**src/rtl/riscv_alu_decode_stage.sv**
```systemverilog
// RV32I OP/OP-IMM/BRANCH/LUI/AUIPC decode into riscV_alu operator codes and operands; 1-cycle latency, 1 instr/cycle.
// Output reg plus skid reg keep in_ready_o registered; define ALU_DEC_FLUSH_EN to add the flush_i port.
module riscv_alu_decode_stage #(
    parameter int XLEN     = 32,
    parameter int ALU_OP_W = 6
) (
    input  logic                clk_i,
    input  logic                rst_i,
`ifdef ALU_DEC_FLUSH_EN
    input  logic                flush_i,
`endif
    input  logic                in_valid_i,
    output logic                in_ready_o,
    input  logic [31:0]         instr_i,
    input  logic [XLEN-1:0]     pc_i,
    input  logic [XLEN-1:0]     rs1_data_i,
    input  logic [XLEN-1:0]     rs2_data_i,
    output logic                out_valid_o,
    input  logic                out_ready_i,
    output logic [ALU_OP_W-1:0] alu_op_o,
    output logic [XLEN-1:0]     operand_a_o,
    output logic [XLEN-1:0]     operand_b_o,
    output logic [4:0]          rd_addr_o,
    output logic                rd_we_o,
    output logic                branch_o,
    output logic [XLEN-1:0]     branch_target_o,
    output logic                illegal_o
);

    localparam logic [ALU_OP_W-1:0] ALU_ADD = 6'b011000;
    localparam logic [ALU_OP_W-1:0] ALU_SUB = 6'b011001;
    localparam logic [ALU_OP_W-1:0] ALU_XOR = 6'b101111;
    localparam logic [ALU_OP_W-1:0] ALU_OR  = 6'b101110;
    localparam logic [ALU_OP_W-1:0] ALU_AND = 6'b010101;
    localparam logic [ALU_OP_W-1:0] ALU_SRA = 6'b100100;
    localparam logic [ALU_OP_W-1:0] ALU_SRL = 6'b100101;
    localparam logic [ALU_OP_W-1:0] ALU_SLL = 6'b100111;
    localparam logic [ALU_OP_W-1:0] ALU_LTS = 6'b000000;
    localparam logic [ALU_OP_W-1:0] ALU_LTU = 6'b000001;
    localparam logic [ALU_OP_W-1:0] ALU_GES = 6'b001010;
    localparam logic [ALU_OP_W-1:0] ALU_GEU = 6'b001011;
    localparam logic [ALU_OP_W-1:0] ALU_EQ  = 6'b001100;
    localparam logic [ALU_OP_W-1:0] ALU_NE  = 6'b001101;

    localparam logic [6:0] OPC_OP     = 7'b0110011;
    localparam logic [6:0] OPC_OP_IMM = 7'b0010011;
    localparam logic [6:0] OPC_BRANCH = 7'b1100011;
    localparam logic [6:0] OPC_LUI    = 7'b0110111;
    localparam logic [6:0] OPC_AUIPC  = 7'b0010111;

    typedef struct packed {
        logic [ALU_OP_W-1:0] op;
        logic [XLEN-1:0]     a;
        logic [XLEN-1:0]     b;
        logic [4:0]          rd;
        logic                we;
        logic                br;
        logic [XLEN-1:0]     tgt;
        logic                ill;
    } entry_t;

    entry_t out_q, out_d, skid_q, skid_d, dec;
    logic   out_vld_q, out_vld_d, skid_full_q, skid_full_d;
    logic   flush, accept;

`ifdef ALU_DEC_FLUSH_EN
    assign flush = flush_i;
`else
    assign flush = 1'b0;
`endif

    assign in_ready_o = !skid_full_q && !flush;
    assign accept     = in_valid_i && in_ready_o;

    logic [6:0]          opcode, funct7;
    logic [2:0]          funct3;
    logic [ALU_OP_W-1:0] base_op;
    logic                legal, writes;

    assign opcode = instr_i[6:0];
    assign funct3 = instr_i[14:12];
    assign funct7 = instr_i[31:25];

    always_comb begin
        case (funct3)
            3'b000:  base_op = ALU_ADD;
            3'b001:  base_op = ALU_SLL;
            3'b010:  base_op = ALU_LTS;
            3'b011:  base_op = ALU_LTU;
            3'b100:  base_op = ALU_XOR;
            3'b101:  base_op = ALU_SRL;
            3'b110:  base_op = ALU_OR;
            default: base_op = ALU_AND;
        endcase
    end

    always_comb begin
        dec    = '0;
        dec.op = ALU_ADD;
        dec.rd = instr_i[11:7];
        legal  = 1'b0;
        writes = 1'b0;
        case (opcode)
            OPC_OP: begin
                legal  = (funct7 == 7'h00) ||
                         (funct7 == 7'h20 && (funct3 == 3'b000 || funct3 == 3'b101));
                writes = 1'b1;
                dec.a  = rs1_data_i;
                dec.b  = rs2_data_i;
                if (funct7[5])
                    dec.op = (funct3 == 3'b000) ? ALU_SUB : ALU_SRA;
                else
                    dec.op = base_op;
            end
            OPC_OP_IMM: begin
                writes = 1'b1;
                dec.a  = rs1_data_i;
                dec.op = base_op;
                if (funct3 == 3'b001 || funct3 == 3'b101) begin
                    // Shift-immediates: upper bits select SRAI, anything else is reserved
                    legal = (funct7 == 7'h00) || (funct3 == 3'b101 && funct7 == 7'h20);
                    dec.b = {{(XLEN-5){1'b0}}, instr_i[24:20]};
                    if (funct3 == 3'b101 && funct7[5])
                        dec.op = ALU_SRA;
                end else begin
                    legal = 1'b1;
                    dec.b = {{(XLEN-12){instr_i[31]}}, instr_i[31:20]};
                end
            end
            OPC_BRANCH: begin
                legal  = (funct3 != 3'b010) && (funct3 != 3'b011);
                dec.a  = rs1_data_i;
                dec.b  = rs2_data_i;
                dec.br = 1'b1;
                dec.tgt = pc_i + {{(XLEN-13){instr_i[31]}}, instr_i[31], instr_i[7],
                                  instr_i[30:25], instr_i[11:8], 1'b0};
                case (funct3)
                    3'b000:  dec.op = ALU_EQ;
                    3'b001:  dec.op = ALU_NE;
                    3'b100:  dec.op = ALU_LTS;
                    3'b101:  dec.op = ALU_GES;
                    3'b110:  dec.op = ALU_LTU;
                    default: dec.op = ALU_GEU;
                endcase
            end
            OPC_LUI: begin
                legal  = 1'b1;
                writes = 1'b1;
                dec.b  = {instr_i[31:12], 12'b0};
            end
            OPC_AUIPC: begin
                legal  = 1'b1;
                writes = 1'b1;
                dec.a  = pc_i;
                dec.b  = {instr_i[31:12], 12'b0};
            end
            default: legal = 1'b0;
        endcase
        dec.we = legal && writes && (instr_i[11:7] != 5'd0);
        // Illegal encodings still flow downstream, as a harmless ADD 0,0
        if (!legal) begin
            dec.op  = ALU_ADD;
            dec.a   = '0;
            dec.b   = '0;
            dec.br  = 1'b0;
            dec.tgt = '0;
            dec.ill = 1'b1;
        end
    end

    always_comb begin
        out_d       = out_q;
        out_vld_d   = out_vld_q;
        skid_d      = skid_q;
        skid_full_d = skid_full_q;
        if (flush) begin
            out_vld_d   = 1'b0;
            skid_full_d = 1'b0;
        end else if (!out_vld_q || out_ready_i) begin
            // Skid is only ever full behind a valid output, so it drains first
            if (skid_full_q) begin
                out_d       = skid_q;
                out_vld_d   = 1'b1;
                skid_full_d = 1'b0;
            end else if (accept) begin
                out_d     = dec;
                out_vld_d = 1'b1;
            end else begin
                out_vld_d = 1'b0;
            end
        end else if (accept) begin
            skid_d      = dec;
            skid_full_d = 1'b1;
        end
    end

    always_ff @(posedge clk_i or posedge rst_i) begin
        if (rst_i) begin
            out_q       <= '0;
            out_vld_q   <= 1'b0;
            skid_q      <= '0;
            skid_full_q <= 1'b0;
        end else begin
            out_q       <= out_d;
            out_vld_q   <= out_vld_d;
            skid_q      <= skid_d;
            skid_full_q <= skid_full_d;
        end
    end

    assign out_valid_o     = out_vld_q;
    assign alu_op_o        = out_q.op;
    assign operand_a_o     = out_q.a;
    assign operand_b_o     = out_q.b;
    assign rd_addr_o       = out_q.rd;
    assign rd_we_o         = out_q.we;
    assign branch_o        = out_q.br;
    assign branch_target_o = out_q.tgt;
    assign illegal_o       = out_q.ill;

endmodule

```
**config.mk**
```make
export PLATFORM = sky130hd
export DESIGN_NAME = riscv_alu_decode_stage
export DESIGN_NICKNAME = d
export VERILOG_FILES = /design/src/rtl/riscv_alu_decode_stage.sv
export SDC_FILE = /design/constraint.sdc
export NUM_CORES = 1
export LEC_CHECK = 0
export CORE_MARGIN = 3
export CORE_UTILIZATION = 30
export DETAILED_ROUTE_END_ITERATION = 8
export GPL_TIMING_DRIVEN = 0
export SYNTH_ARGS = -nofsm -noshare
export SYNTH_HDL_FRONTEND = slang
export SYNTH_SLANG_ARGS = --single-unit
```
**constraint.sdc**
```tcl
create_clock -name clk_i -period 8.9 [get_ports clk_i]
set_input_delay 0.89 -clock clk_i [delete_from_list [all_inputs] [get_ports clk_i]]
set_output_delay 0.89 -clock clk_i [all_outputs]
set_load 0.005 [all_outputs]
```
==> impl_metrics.json, run 1 <==
{
  "nets": 1802,
  "grt_antenna_before_repair": 0,
  "yosysMostFrequentCell": "nand2_1",
  "drc_errors": 0,
  "irDropWorstVdd_v": 0.000127,
  "grt_max_degree": 130,
  "tritoncts": "done",
  "synth_seq_cells": 222,
  "dp.cells": 2130,
  "post_cts_resize_count": 0,
  "pre_cts_slack_ns": 4.00,
  "setup_violations": 0,
  "cp.arrival_ns": 4.91,
  "async_flop_share_pct": 100,
  "fin_ws_ns": 4.38,
  "wire_per_inst_um": 21.5,
  "fin_crit_ns": 4.52,
  "postRouteAntennaNets": 0,
  "reg2regPathDepth": 7,
  "crit_chain": "clkdlybuf4s50_1, ha_1, clkbuf_1, nand2_1, o21ai_0, a311oi_1, a2bb2oi_1, mux2i_1, a311oi_1, o22ai_1",
  "hold_path.class": "flip-flop to flip-flop",
  "htreeDepth": 1,
  "core_mm2": 0.0389,
  "rows": 72,
  "ff2ff_setup_slack_ns": 5.53,
  "endpoint_kind": "flip-flop",
  "critPathBufInv": 2,
  "seq_area_frac_synth_pct": 46.6,
  "p_clk_share_pct": 39.8,
  "yosys-top-cells-area": "dfrtp_1 47%, nand2_1 7.2%, a21oi_1 6.1%",
  "clock_latency_ns": 0.53,
  "p_leak_nw": 6.44,
  "postCtsSetupBuffers": 0,
  "grt_pass1_wl_mm": 70.7,
  "first_pass_iters": 5,
  "max_freq_mhz": 221,
  "yosys_warnings": 0,
  "worstHoldPathCells": 2,
  "status": "complete, no violations",
  "numCtsBuffers": 25,
  "synth_area_leader_cell": "dfrtp_1",
  "power.switching_uw": 734,
  "diodes": 0,
  "path_class": "input pin to flip-flop",
  "syn_area_mm2": 0.0119,
  "p_int_mw": 1.82,
  "crit_cells": 10,
  "cts_buffer_depth": 3,
  "path_delay_family": "compound AO/OA/AOI/OAI gates",
  "hold_violations": 0,
  "worstPathMaxFanout": 23,
  "grt_pass1_vias": 11632,
  "hpwlAfterDp_mm": 35.8,
  "grt_use_total_pct": 21.7,
  "die_w_um": 205,
  "start_util_pct": 30.6,
  "vias": 11744,
  "synth_top_area_share_pct": 46.6,
  "start_kind": "input pin",
  "via_per_inst": 5.40,
  "wirelength_mm": 46.8,
  "clock-sinks": 222,
  "areaGrowthSynthToFinish_pct": 32.9,
  "syn_inst": 1368,
  "syn_nets": 1531,
  "fin_setup_tns_ns": 0,
  "finalCritPeriodShare_pct": 50.7,
  "synth_edf_count": 0,
  "first_iter_violations": 1076,
  "layout-drive-gt1-share_pct": 4.29,
  "p_per_area_mw_per_mm2": 161,
  "dpl_cell_area_mm2": 0.0150,
  "max_stage_delay_ns": 1.00,
  "rsz0062_at_grt": "no",
  "final_util_pct": 40.7,
  "p_comb_share_pct": 18.5,
  "io_buffers": 243,
  "hold_buffers": 0,
  "tightest_slew_ns": 1.11,
  "clk_transition_reported_paths_ns": 0.06,
  "die-area_mm2": 0.0422,
  "pwr-share-seq_pct": 41.7,
  "cts_root_buf": "clkbuf_16",
  "io_pins": 244,
  "fin_area_mm2": 0.0158,
  "stdcell_count": 2174,
  "critPathSlowestCell": "clkdlybuf4s50_1",
  "slew_headroom_pct": 25.6,
  "synth_cell_types": 68,
  "avgSynthCellArea_um2": 8.72,
  "drv_cap": 0,
  "die_h_um": 205,
  "globalplace.congestion": 0.881,
  "required_ns": 9.29,
  "overflow": 0,
  "fill_cells": 3914,
  "p_sw_share_pct": 28.7,
  "synthFlopType": "dfrtp_1",
  "yosys-top-cells-count": "229 x nand2_1, 222 x dfrtp_1, 145 x a21oi_1, 99 x o21ai_0, 95 x clkbuf_1",
  "critPathMostFrequentCell": "a311oi_1",
  "finClkSkew_ns": 0.00889,
  "slew_violations": 0
}
[stage by stage]
step / power, mW / hold slack, ns
floorplan: 1.31 / 0.440
global placement: 1.55 / 0.452
detailed placement: 1.55 / 0.459
CTS: 2.57 / 0.476
global route: 2.66 / 0.489
finish: 2.55 / 0.468
[flip-flops by register name, indices dropped and copies added (netlist names)]
signal	count
operand_a_o	32
out_valid_o	1
branch_o	1
rd_we_o	1
illegal_o	1
rd_addr_o	5
operand_b_o	32
skid_q	110
skid_full_q	1
alu_op_o	6
branch_target_o	32
[final timing paths]
path	from	end
min reg2reg	skid_q[101]	skid_q[101]
min in group asynchronous	rst_i	operand_a_o[5]
max	instr_i[31]	branch_target_o[26]
max reg2reg	skid_full_q	operand_b_o[14]
max in group asynchronous	rst_i	branch_target_o[5]
min	skid_q[101]	skid_q[101]
[cell families (layout without fill, tap and decap cells)]
| logic type | after synthesis | after routing | synth area share (%) |
|---|---|---|---|
| adder cells (fa/ha/maj) | 31 | 31 | 3.32 |
| flip-flops | 222 | 222 | 46.6 |
| XOR/XNOR | 18 | 18 | 1.32 |
| buffers and inverters | 128 | 416 | 4.28 |
| AO/OA/AOI/OAI | 531 | 531 | 27.2 |
| AND/OR/NAND/NOR | 426 | 426 | 16.3 |
| multiplexers | 12 | 12 | 1.02 |
[worst min-delay path: stages (launching register included)]
cell     delay (ns)
dfrtp_1        0.33
nand2_1        0.04
o21ai_0        0.06
[power groups by stage]
stage                     clock network (mW)  registers [mW]  logic [mW]
after detailed placement                   0            1.08       0.470
after floorplan                            0            1.08       0.230
after global routing                    1.07            1.07       0.515
final                                   1.02            1.06       0.474
after CTS                               1.03            1.06       0.473
after global placement                     0            1.08       0.466
[placed cells by master (no fill, tap or decap), drive strengths merged, types with 4 or more instances in the layout]
master | Yosys | routed
o211ai | 6 | 6
and3 | 47 | 47
dfrtp | 222 | 222
a21o | 15 | 15
o22ai | 7 | 7
or2 | 5 | 5
nand4 | 5 | 5
o21ai | 183 | 183
clkdlybuf4s50 | 0 | 243
inv | 13 | 14
o21a | 21 | 21
o2111ai | 4 | 4
clkinv | 1 | 5
buf | 19 | 20
o31ai | 39 | 39
a21oi | 145 | 145
xnor2 | 9 | 9
o311ai | 4 | 4
a221oi | 22 | 22
o21bai | 4 | 4
mux2i | 11 | 11
nor3 | 39 | 39
a211oi | 15 | 15
xor2 | 9 | 9
and2 | 5 | 5
nand3 | 12 | 12
nand2 | 229 | 229
clkbuf | 95 | 132
ha | 30 | 30
a22oi | 40 | 40
nor2 | 53 | 53
nand3b | 5 | 5
nor4 | 7 | 7
or3 | 5 | 5
[area by class of cell]
class                   count  area [um2]  area share, %
plain buffers             114         458           2.89
clock buffers              37         731           4.61
clock inverters             7        70.1          0.442
inverters                  14        60.1          0.379
multi-input cells        1018        5870           37.0
flip-flops and latches    222        5560           35.1
well taps                 518         648           4.09
repair buffers            244        2460           15.5
[metal layers]
metal | routed length [um] | up-vias | GRT usage [%]
li1 | - | 5534 | -
met1 | 20700 | 5753 | 29.7
met2 | 21800 | 390 | 35.0
met3 | 2810 | 67 | 3.50
met4 | 1510 | 0 | 7.20
met5 | 0 | - | 0
Note: power is estimated with default switching activity, not from simulation.
==> run 2, diff against run 1 <==
Clock period 8.9 ns to 4.3 ns, I/O delays scaled along.
==> impl_metrics.json, run 2 (synthesized netlist as in run 1, its figures left out) <==
{
  "fin_crit_ns": 3.91,
  "io_buffers": 243,
  "start_util_pct": 30.6,
  "rsz0062_at_grt": "no",
  "hold_buffers": 0,
  "die_h_um": 205,
  "p_leak_nw": 6.53,
  "max_stage_delay_ns": 0.98,
  "nets": 1808,
  "regMostFlops": "skid_q",
  "cts_buffer_depth": 3,
  "fin_area_mm2": 0.0160,
  "overflow": 0,
  "clk_transition_reported_paths_ns": 0.06,
  "postRouteAntennaNets": 0,
  "r2r-end": "operand_b_o[13]",
  "p_per_area_mw_per_mm2": 343,
  "globalplace.congestion": 0.870,
  "vias": 11800,
  "grt_antenna_before_repair": 2,
  "required_ns": 4.69,
  "clock_latency_ns": 0.55,
  "path_delay_family": "compound AO/OA/AOI/OAI gates",
  "grt_max_degree": 39,
  "multi_input_area_mm2": 0.00587,
  "regArea_mm2": 0.00556,
  "tightest_slew_ns": 1.07,
  "pwr-share-seq_pct": 40.0,
  "max_freq_mhz": 256,
  "clock-sinks": 222,
  "die-area_mm2": 0.0422,
  "p_clk_share_pct": 41.9,
  "p_comb_share_pct": 18.1,
  "setup_violations": 0,
  "drc_errors": 0,
  "p_sw_share_pct": 28.3,
  "r2r-start": "skid_full_q",
  "final_util_pct": 41.2,
  "wire_per_inst_um": 21.6,
  "numCtsBuffers": 26,
  "power.switching_mw": 1.56,
  "cts_root_buf": "clkbuf_16",
  "finClkSkew_ns": 0.0161,
  "grt_use_total_pct": 21.9,
  "slew_headroom_pct": 28.1,
  "final_common_cell": "clkdlybuf4s50_1",
  "first_pass_iters": 6,
  "ff2ff_setup_slack_ns": 0.78,
  "reg2regPathDepth": 7,
  "fill_cells": 3989,
  "mostFrequentLayoutCells": "243 x clkdlybuf4s50_1, 229 x nand2_1, 222 x dfrtp_1",
  "p_int_mw": 3.94,
  "htreeDepth": 1,
  "critPathBufInv": 2,
  "endpoint_kind": "flip-flop",
  "areaGrowthSynthToFinish_pct": 34.5,
  "io_pins": 244,
  "tritoncts": "done",
  "cp.arrival_ns": 4.30,
  "irDropWorstVdd_v": 0.000245,
  "fin_setup_tns_ns": 0,
  "drv_cap": 0,
  "first_iter_violations": 965,
  "finalCritPeriodShare_pct": 90.9,
  "hold_violations": 0,
  "dpl_cell_area_mm2": 0.0151,
  "worstPathMaxFanout": 23,
  "largest_reg_flops": 110,
  "slew_violations": 0,
  "hold_path.class": "input pin to asynchronous set/reset pin",
  "rows": 72,
  "grt_pass1_vias": 11653,
  "path_class": "input pin to flip-flop",
  "status": "complete, no violations",
  "post_cts_resize_count": 0,
  "layout-drive-gt1-share_pct": 4.80,
  "postCtsSetupBuffers": 0,
  "critPathSlowestCell": "clkdlybuf4s50_1",
  "die_w_um": 205,
  "hpwlAfterDp_mm": 36.4,
  "core_mm2": 0.0389,
  "critPathMostFrequentCell": "o21ai_0",
  "start_kind": "input pin",
  "grt_pass1_wl_mm": 71.2,
  "via_per_inst": 5.40,
  "wirelength_mm": 47.2,
  "crit_chain": "clkdlybuf4s50_1, ha_1, clkbuf_1, nand2_1, o21ai_0, a311oi_1, a2bb2oi_1, nand3_1, o211ai_1, o21ai_0"
}
==> run 2: routing by layer <==
| layer | wire (um) | vias to the layer above | GRT usage, % |
|---|---|---|---|
| met4 | 1850 | 0 | 8.23 |
| li1 | - | 5556 | - |
| met2 | 21900 | 405 | 35.4 |
| met3 | 2990 | 89 | 3.88 |
| met1 | 20400 | 5750 | 29.4 |
| met5 | 0 | - | 0 |
==> run 2: stage by stage <==
stage,cells,power [mW],hold WS (ns),worst slack [ns]
floorplan,1368,2.71,0.440,0.974
global placement,2129,3.20,0.454,-0.892
detailed placement,2135,3.22,0.460,-0.0668
CTS,2183,5.54,0.355,0.489
global route,2184,5.72,0.393,0.219
finish,2184,5.50,0.351,0.393
==> run 2: power groups by stage <==
stage	clock network, mW	logic (mW)	registers [mW]
after floorplan	0	0.476	2.23
after global placement	0	0.965	2.24
after detailed placement	0	0.983	2.24
after CTS	2.35	0.990	2.20
after global routing	2.44	1.08	2.21
final	2.31	0.994	2.20
==> run 2: worst max-delay path by stage <==
stage	cells past startpoint	from	slack (ns)	end
after detailed placement	10	instr_i[31]	-0.07	skid_q[27]
final	10	instr_i[31]	0.39	branch_target_o[30]
after CTS	10	instr_i[31]	0.49	branch_target_o[26]
after global placement	2	rst_i	-0.89	alu_op_o[0]
after global routing	10	instr_i[31]	0.22	skid_q[27]
after floorplan	1	rst_i	0.97	alu_op_o[0]
==> run 2: final cells by class <==
type	count	area share, %
sequential	222	34.6
clock inverter	10	0.897
inverter	14	0.351
clock buffer	38	4.71
multi-input combinational	1018	36.6
timing repair buffer	249	15.9
buffer	114	2.86
tap	518	4.04
antenna	1	0.0156
==> run 2: worst reg2reg max path, stage by stage, from the launching register on <==
cell and delay [ns]:
dfrtp_1 0.35, buf_2 0.17, o21ai_0 0.76, clkbuf_1 0.76, clkbuf_1 0.75, clkbuf_1 0.46, nand2_1 0.10, o21ai_0 0.09
==> run 3, diff against run 2 <==
Settings changed: ABC_AREA from default to 0.
==> results of run 3 <==
Final layout, timing and power as in run 2 (identical DEF).
